File: src/rtl/gmii_tx_sched.sv
`default_nettype none
// ============================================================================
// Module      : gmii_tx_sched
// Description : Frame-by-frame scheduler choosing video, video+audio (vidax) or
//               audio-only UDP frames for the GMII transmitter.
// Revision    : 1.0  initial release
// ============================================================================
module gmii_tx_sched #(
    parameter int AUDIOMAX    = 20,
    parameter int VIDAX_MAX   = 8,
    parameter int AUX_BYTES   = 34,
    parameter int AUD_THRESH  = 4,
    parameter int AUD_TIMEOUT = 2000,
    parameter int DONE_TMO    = 4095
) (
    input  logic        tx_clk,
    input  logic        sys_rst,
    input  logic        vid_ready,
    input  logic        ade_strobe,
    input  logic        req_ready,
    input  logic        tx_done,
    output logic        req_valid,
    output logic [1:0]  req_type,
    output logic [4:0]  req_ade,
    output logic [11:0] req_len,
    output logic [4:0]  pending,
    output logic        aud_ovf,
    output logic        done_err
);

    localparam logic [1:0]  c_type_video = 2'b00;
    localparam logic [1:0]  c_type_audio = 2'b01;
    localparam logic [1:0]  c_type_vidax = 2'b10;
    localparam logic [4:0]  c_audiomax   = 5'(AUDIOMAX);
    localparam logic [4:0]  c_vidax_max  = 5'(VIDAX_MAX);
    localparam logic [4:0]  c_aud_thresh = 5'(AUD_THRESH);
    localparam logic [15:0] c_aud_tmo    = 16'(AUD_TIMEOUT);
    localparam logic [11:0] c_aux_bytes  = 12'(AUX_BYTES);
    localparam logic [11:0] c_done_last  = 12'(DONE_TMO - 1);

    typedef enum logic [1:0] {
        ST_IDLE      = 2'd0,
        ST_REQ       = 2'd1,
        ST_WAIT_DONE = 2'd2
    } state_t;

    state_t       r_state;
    logic [15:0]  r_age;
    logic [11:0]  r_timer;

    logic         w_sel_valid;
    logic [1:0]   w_sel_type;
    logic [4:0]   w_sel_ade;
    logic [11:0]  w_sel_len;
    logic         w_accept;
    logic         w_load;
    logic [4:0]   w_pend_sum;
    logic [4:0]   w_pend_next;

    // Frame selection, shared by IDLE and by WAIT_DONE on tx_done so a new
    // request can be registered in the same edge that retires the old frame.
    always_comb begin
        w_sel_valid = 1'b0;
        w_sel_type  = c_type_video;
        w_sel_ade   = 5'd0;
        if (vid_ready) begin
            w_sel_valid = 1'b1;
            if (pending != 5'd0) begin
                w_sel_type = c_type_vidax;
                w_sel_ade  = (pending > c_vidax_max) ? c_vidax_max : pending;
            end
        end else if ((pending != 5'd0) &&
                     ((pending >= c_aud_thresh) || (r_age >= c_aud_tmo))) begin
            w_sel_valid = 1'b1;
            w_sel_type  = c_type_audio;
            w_sel_ade   = (pending > c_audiomax) ? c_audiomax : pending;
        end
    end

    assign w_sel_len   = c_aux_bytes * {7'd0, w_sel_ade};
    assign w_accept    = req_valid & req_ready;
    assign w_load      = w_sel_valid &&
                         ((r_state == ST_IDLE) || ((r_state == ST_WAIT_DONE) && tx_done));
    assign w_pend_sum  = (pending == 5'd31) ? 5'd31 : pending + {4'd0, ade_strobe};
    assign w_pend_next = w_pend_sum - (w_accept ? req_ade : 5'd0);

    always_ff @(posedge tx_clk or posedge sys_rst) begin
        if (sys_rst) begin
            r_state   <= ST_IDLE;
            r_age     <= 16'd0;
            r_timer   <= 12'd0;
            req_valid <= 1'b0;
            req_type  <= c_type_video;
            req_ade   <= 5'd0;
            req_len   <= 12'd0;
            pending   <= 5'd0;
            aud_ovf   <= 1'b0;
            done_err  <= 1'b0;
        end else begin
            done_err <= 1'b0;
            pending  <= w_pend_next;
            if (ade_strobe && (pending == 5'd31) && !w_accept)
                aud_ovf <= 1'b1;

            if ((w_accept && (req_type != c_type_video)) || (pending == 5'd0))
                r_age <= 16'd0;
            else if (r_age != 16'hFFFF)
                r_age <= r_age + 16'd1;

            if (w_load) begin
                req_valid <= 1'b1;
                req_type  <= w_sel_type;
                req_ade   <= w_sel_ade;
                req_len   <= w_sel_len;
                r_state   <= ST_REQ;
            end else begin
                case (r_state)
                    ST_IDLE: ;
                    ST_REQ: begin
                        if (req_ready) begin
                            req_valid <= 1'b0;
                            r_timer   <= 12'd0;
                            r_state   <= ST_WAIT_DONE;
                        end
                    end
                    ST_WAIT_DONE: begin
                        if (tx_done) begin
                            r_state <= ST_IDLE;
                        end else if (r_timer == c_done_last) begin
                            done_err <= 1'b1;
                            r_state  <= ST_IDLE;
                        end else begin
                            r_timer <= r_timer + 12'd1;
                        end
                    end
                    default: r_state <= ST_IDLE;
                endcase
            end
        end
    end

endmodule
`default_nettype wire

File: config.mk
export PLATFORM = sky130hd
export DESIGN_NAME = gmii_tx_sched
export DESIGN_NICKNAME = d
export VERILOG_FILES = /design/src/rtl/gmii_tx_sched.sv
export SDC_FILE = /design/constraint.sdc
export NUM_CORES = 1
export LEC_CHECK = 0
export BUFFER_PORTS_ARGS = -buffer_cell sky130_fd_sc_hd__buf_2
export CAP_MARGIN = 0
export CORE_MARGIN = 5
export CORE_UTILIZATION = 45
export DETAILED_ROUTE_END_ITERATION = 16
export PLACE_DENSITY = 0.7
export SETUP_SLACK_MARGIN = 0.1
export SYNTH_ARGS = -nofsm -noshare
export SYNTH_HDL_FRONTEND = slang
export SYNTH_SLANG_ARGS = --single-unit
File: constraint.sdc
create_clock -name tx_clk -period 3.8 [get_ports tx_clk]
set_clock_uncertainty 0.15 [all_clocks]
set_input_delay 0.19 -clock tx_clk [delete_from_list [all_inputs] [get_ports tx_clk]]
set_output_delay 0.19 -clock tx_clk [all_outputs]
set_load 0.01 [all_outputs]
# [Word level (Yosys, flattened, before mapping)]
# Cells that the tools add are included.
[word_totals] ff_bits=55 output_inout_bits=27 elab_cells=83
[op_classes] addsub=4 mul=1 order_cmp=4 eq_ne=11 mux=30 n_bitwise=2 n_reduce_logical=21
[ops] op="two-way mux 12 bit" count=3
[ops] op="two-way mux 5 bit" count=7
[ops] op="two-way mux 16 bit" count=2
[ops] op="one-hot mux 12 bit (2 select lines)" count=1
[ops] op="adder 16 x 1 -> 16 bit, second input constant" count=1
[ops] op="greater-or-equal comparator 16 x 11 -> 1 bit, second input constant" count=1
[ops] op="inequality test 16 bit, second input constant" count=1
[ops] op="adder 12 x 1 -> 12 bit, second input constant" count=1
[ops] op="equality test 12 bit, second input constant" count=1
[ops] op="two-way mux 2 bit" count=6
[ops] op="multiplier 5 x 5 -> 10 bit, first input constant" count=1
[ops] op="two-way mux 1 bit" count=10
[ops] op="nonzero test 2 bit" count=5
[ops] op="inequality test 2 bit, second input constant" count=4
[ops] op="logical AND 1 bit" count=6
[ops] op="one-hot mux 2 bit (3 select lines)" count=1
[ops] op="adder 5 x 1 -> 5 bit" count=1
[ops] op="equality test 5 bit, second input constant" count=1
[ops] op="greater-or-equal comparator 5 x 3 -> 1 bit, second input constant" count=1
[ops] op="greater-than comparator 5 x 4 -> 1 bit, second input constant" count=1
[ops] op="greater-than comparator 5 bit, second input constant" count=1
[ops] op="logical NOT 5 bit" count=1
[ops] op="AND reduction 5 bit" count=1
[ops] op="nonzero test 5 bit" count=1
[ops] op="12 further kinds" count=14

# [Depth between registers and ports, before layout]
[logic_depth] depth_word=8 depth_mapped=11 depth_no_buf=10

# [Least setup slack after synthesis]
# No wires, ideal clock.
[synth_timing] path_kind="flip-flop to flip-flop" from="register pending[4]" to="register pending[4]" setup_ns=0.080 arrival_time_ns=2.244 required_time_ns=3.570 setup_slack_ns=1.326 stages_incl_launch_ff=12 path_buffers=1 cell_sequence="dfrtp_1 > clkbuf_1 > and3_1 > and3_1 > nor2_1 > ha_1 > inv_1 > fa_1 > a21o_1 > a21oi_1 > xor2_1 > xnor2_1"
[synth_between] elab_chain_len=3
[synth_rtl] element="from (decl)" line="26" rtl="output logic [4:0] pending,"
[synth_rtl] element="from (signal assigned)" line="101" rtl="pending <= w_pend_next;"
[synth_rtl] element="adder 5 x 1 -> 5 bit or equality test 5 bit (tied branches)" line="84" rtl="assign w_pend_sum = (pending == 5'd31) ? 5'd31 : pending + {4'd0, ade_strobe};"
[synth_rtl] element="two-way mux 5 bit (*)" line="84"
[synth_rtl] element="subtractor 5 bit (*)" line="85" rtl="assign w_pend_next = w_pend_sum - (w_accept ? req_ade : 5'd0);"
[synth_rtl] element="named net w_pend_next[4]" line="58" rtl="logic [4:0] w_pend_next;"
# Mark *: on every way through the listed nets, which the timed path passes. The rest lies on a longest branch.
# A chain may end at the register's enable or synchronous reset.

# [Worst setup path in the final report]
[layout_timing] from="input ade_strobe" to="register pending[4]"
[layout_between] elab_chain_len=3
[layout_rtl] element="from (decl)" line="19" rtl="input logic ade_strobe,"
[layout_rtl] element="adder 5 x 1 -> 5 bit" line="84"
[layout_rtl] element="two-way mux 5 bit" line="84"
[layout_rtl] element="subtractor 5 bit" line="85"
[layout_rtl] element="named net w_pend_next[4]" line="58"
# The timed path passes the listed nets, and every way through them passes these cells.

==> results.md <==
* Outcome: complete, but fails checks
* Failing checks: negative hold slack
* Count of pins over their slew limit at 0
* Post-synth EDFFs at 0
* Fin crit share at 67.8%
* Crit-path cells: dlygate4sd3_1, buf_2, ha_1, ha_1, nand2b_1, fa_1, a21o_1, a21oi_1, xor2_1, xnor2_1
* Delay of the slowest critical-path stage at 0.53 ns
* First-pass iteration count of the detailed router at 4
* FMAX at 388 MHz
* Final hold vios at 10
* WL/cell at 15.9 um
* Synth warn at 0
* Synth area leaders: dfrtp_1 (42%), ha_1 (5.4%), a21oi_1 (3.8%), mux2_2 (3.4%), o21ai_0 (2.8%)
* Rel. slew slack at 29.1%
* Detailed Route Iter0 Violations at 188
* Root Driver: clkbuf_8
* Synth Flop Type: dfrtp_1
* Leak Pwr at 1.47 nW
* RSZ-0062 raised after global routing: no
* Critical path required time at 3.89 ns
* First-pass GRT wire length at 11400 um
* Critical path type: in2reg
* Clock Path Buffers at 2
* Row count at 29
* Synth top area share at 42.3%
* Critical path capture point: pending[4]
* Hold Path Class: in2async
* DR vias at 2390
* Cell Area, Synth at 3010 um2
* Vias in the first global route at 2349
* H-tree levels at 2
* Worst-Margin Slew at 1.06 ns
* Synth cell types at 58
* Crit path max fanout at 2
* Area after DPL at 3160 um2
* Sequential area share after synthesis at 42.3%
* Asr flop ratio synth at 100%
* Core area at 6420 um2
* Worst Path Arrival at 2.67 ns
* Setup violators final at 0
* Reg-to-reg endpoint: req_len[8]
* Antenna fix cells at 0
* Post-route ant nets at 0
* CP max stage cell: dlygate4sd3_1
* Die height at 91.8 um
* Die outline width at 91.8 um
* Final GP Congestion at 0.910
* Adder-cell share of the synthesized area at 6.06%
* Max Used Layer: met4
* Synth Register Bits at 51
* Critical path origin: ade_strobe
* Post-synthesis xor/xnor area fraction at 2.91%
* FF-to-FF path depth at 8
* Hpwl dp at 4650 um
* Yosys top cell by area: dfrtp_1
* Setup TNS at 0 ns
* Compound-cell area share of the yosys netlist at 16.8%
* R2r startpoint: pending[3]
* Largest family of logic cells by synthesized area: simple AND/OR/NAND/NOR gates
* # port buffers at 30
* Met3 WL at 164 um
* Critical Path Sink Type: flop
* Hold_ws at -0.0100 ns
* Post-Syn Instances at 309
* Metal2 WL at 3100 um
* IO Pins at 33
* Total GRT Usage at 16.3%
* Area growth syn-to-layout at 10.1%
* CTS tree: done
* Family with the most delay on the worst path: adder cells
* Initial antenna violation count at 0
* CP startpoint kind: primary input
* Die area at 8430 um2
* Total wire length at 6510 um
* Initial Util at 46.9%
* Layout cells sized above 1 at 17.5%
* Vias per cell at 5.84
* Clock slew at reported path FFs at 0.09 ns
* Top cells by count, synth: dfrtp_1 (51), a21oi_1 (23), nand2_1 (22)
* WL met1 at 3180 um
* Max cap viols at 0
* Worst skew pair latency at 0.31 ns
* P per Cell Area at 691 nW/um2
* Largest net degree at the start of global routing at 52
* Syn_area_per_cell at 9.75 um2
* Design area at 3320 um2
* Final net count at 351
* Tmin final at 2.58 ns
* Most frequent cell after synthesis: dfrtp_1
* Clock sinks at 51
* WP depth at 10
* Mux contribution to synthesized area at 5.02%
* Simple-Gate Fraction of Synth Area at 22.1%
* Crit-path most repeated cell: ha_1
* Number of CTS-inserted buffers at 5
* DRC violations left at 0
* Grt ovf at 0
* VDD IR max at 0.000396 V
* Worst path bufs/invs at 2
* R2R Setup Slk at 1.22 ns
==> layout by cell type (no fill, tap or decap), types with 4 or more instances in the layout <==
master and n:
nand4_1 4, clkbuf_8 5, nand2_1 22, or3_1 4
o31ai_1 8, inv_1 9, a21oi_1 23, nand2b_1 6
xor2_1 6, mux2_2 9, nand3_1 16, xnor2_1 4
o21ai_0 17, o211ai_1 6, ha_1 13, buf_2 30
and4_1 4, nor2_1 14, or4_1 8, mux2i_1 5
nor3_1 7, and3_1 8, dfrtp_1 51
==> through the flow <==
| step | hold WS [ns] | util (%) | instances | setup slack (ns) | total power [mW] |
|---|---|---|---|---|---|
| 5_1_grt | 0.102 | 51.7 | 409 | 1.06 | 2.47 |
| 4_1_cts | 0.0389 | 51.7 | 409 | 1.23 | 2.31 |
| 3_5_place_dp | 0.252 | 49.2 | 399 | 1.27 | 1.86 |
| 2_1_floorplan | 0.106 | - | 310 | 1.33 | 1.59 |
| 3_3_place_gp | 0.253 | 49.2 | 399 | 1.36 | 1.82 |
| 6_report | -0.0100 | 51.7 | 409 | 1.22 | 2.29 |
==> area by class of cell <==
class	instances	area [um2]
fillers	572	3100
multi-input cells	231	1600
flip-flops and latches	51	1280
repair buffers	32	170
well taps	77	96.3
clock buffers	5	68.8
clock inverters	3	67.6
inverters	10	37.5
==> flip-flops by register name (all words and copies together) (netlist names) <==
register and cells:
req_valid 1, req_len 6, aud_ovf 1, pending 5
req_ade 5, done_err 1, req_type 2, r_age 16
r_timer 12, r_state 2
==> logic make-up (layout without fill, tap and decap cells) <==
kind of cell | count (synthesis) | count (layout)
AO/OA/AOI/OAI | 78 | 78
XOR/XNOR | 10 | 10
adder cells (fa/ha/maj) | 14 | 14
buffers and inverters | 28 | 50
flip-flops | 51 | 51
multiplexers | 14 | 14
other | 1 | 2
AND/OR/NAND/NOR | 113 | 113
==> power by group <==
group          switching [mW]  internal, mW  total [mW]
registers               0.208         0.687       0.895
clock network           0.185         0.263       0.447
logic                   0.508         0.442       0.950
==> what timing repair did <==
| item | in CTS | in global routing |
|---|---|---|
| resized for setup | 0 | 0 |
| hold buffers | 2 | 0 |
| setup buffers | 0 | 0 |
| endpoints found under the hold margin | 2 | 0 |
==> layer usage <==
layer / track usage, % / vias up
li1: - / 1183
met2: 26.7 / 41
met1: 22.5 / 1160
met5: 0 / -
met3: 2.78 / 6
met4: 3.96 / 0
==> worst min path at each step <==
stage / from / to / slack, ns / cells after the start
final: sys_rst / r_age[2] / -0.01 / 2
after global routing: sys_rst / r_timer[9] / 0.10 / 2
after CTS: sys_rst / r_age[2] / 0.04 / 2
after detailed placement: tx_done / done_err / 0.25 / 2
after global placement: tx_done / done_err / 0.25 / 2
after floorplan: tx_done / done_err / 0.11 / 1
(Power assumes the default switching activity.)
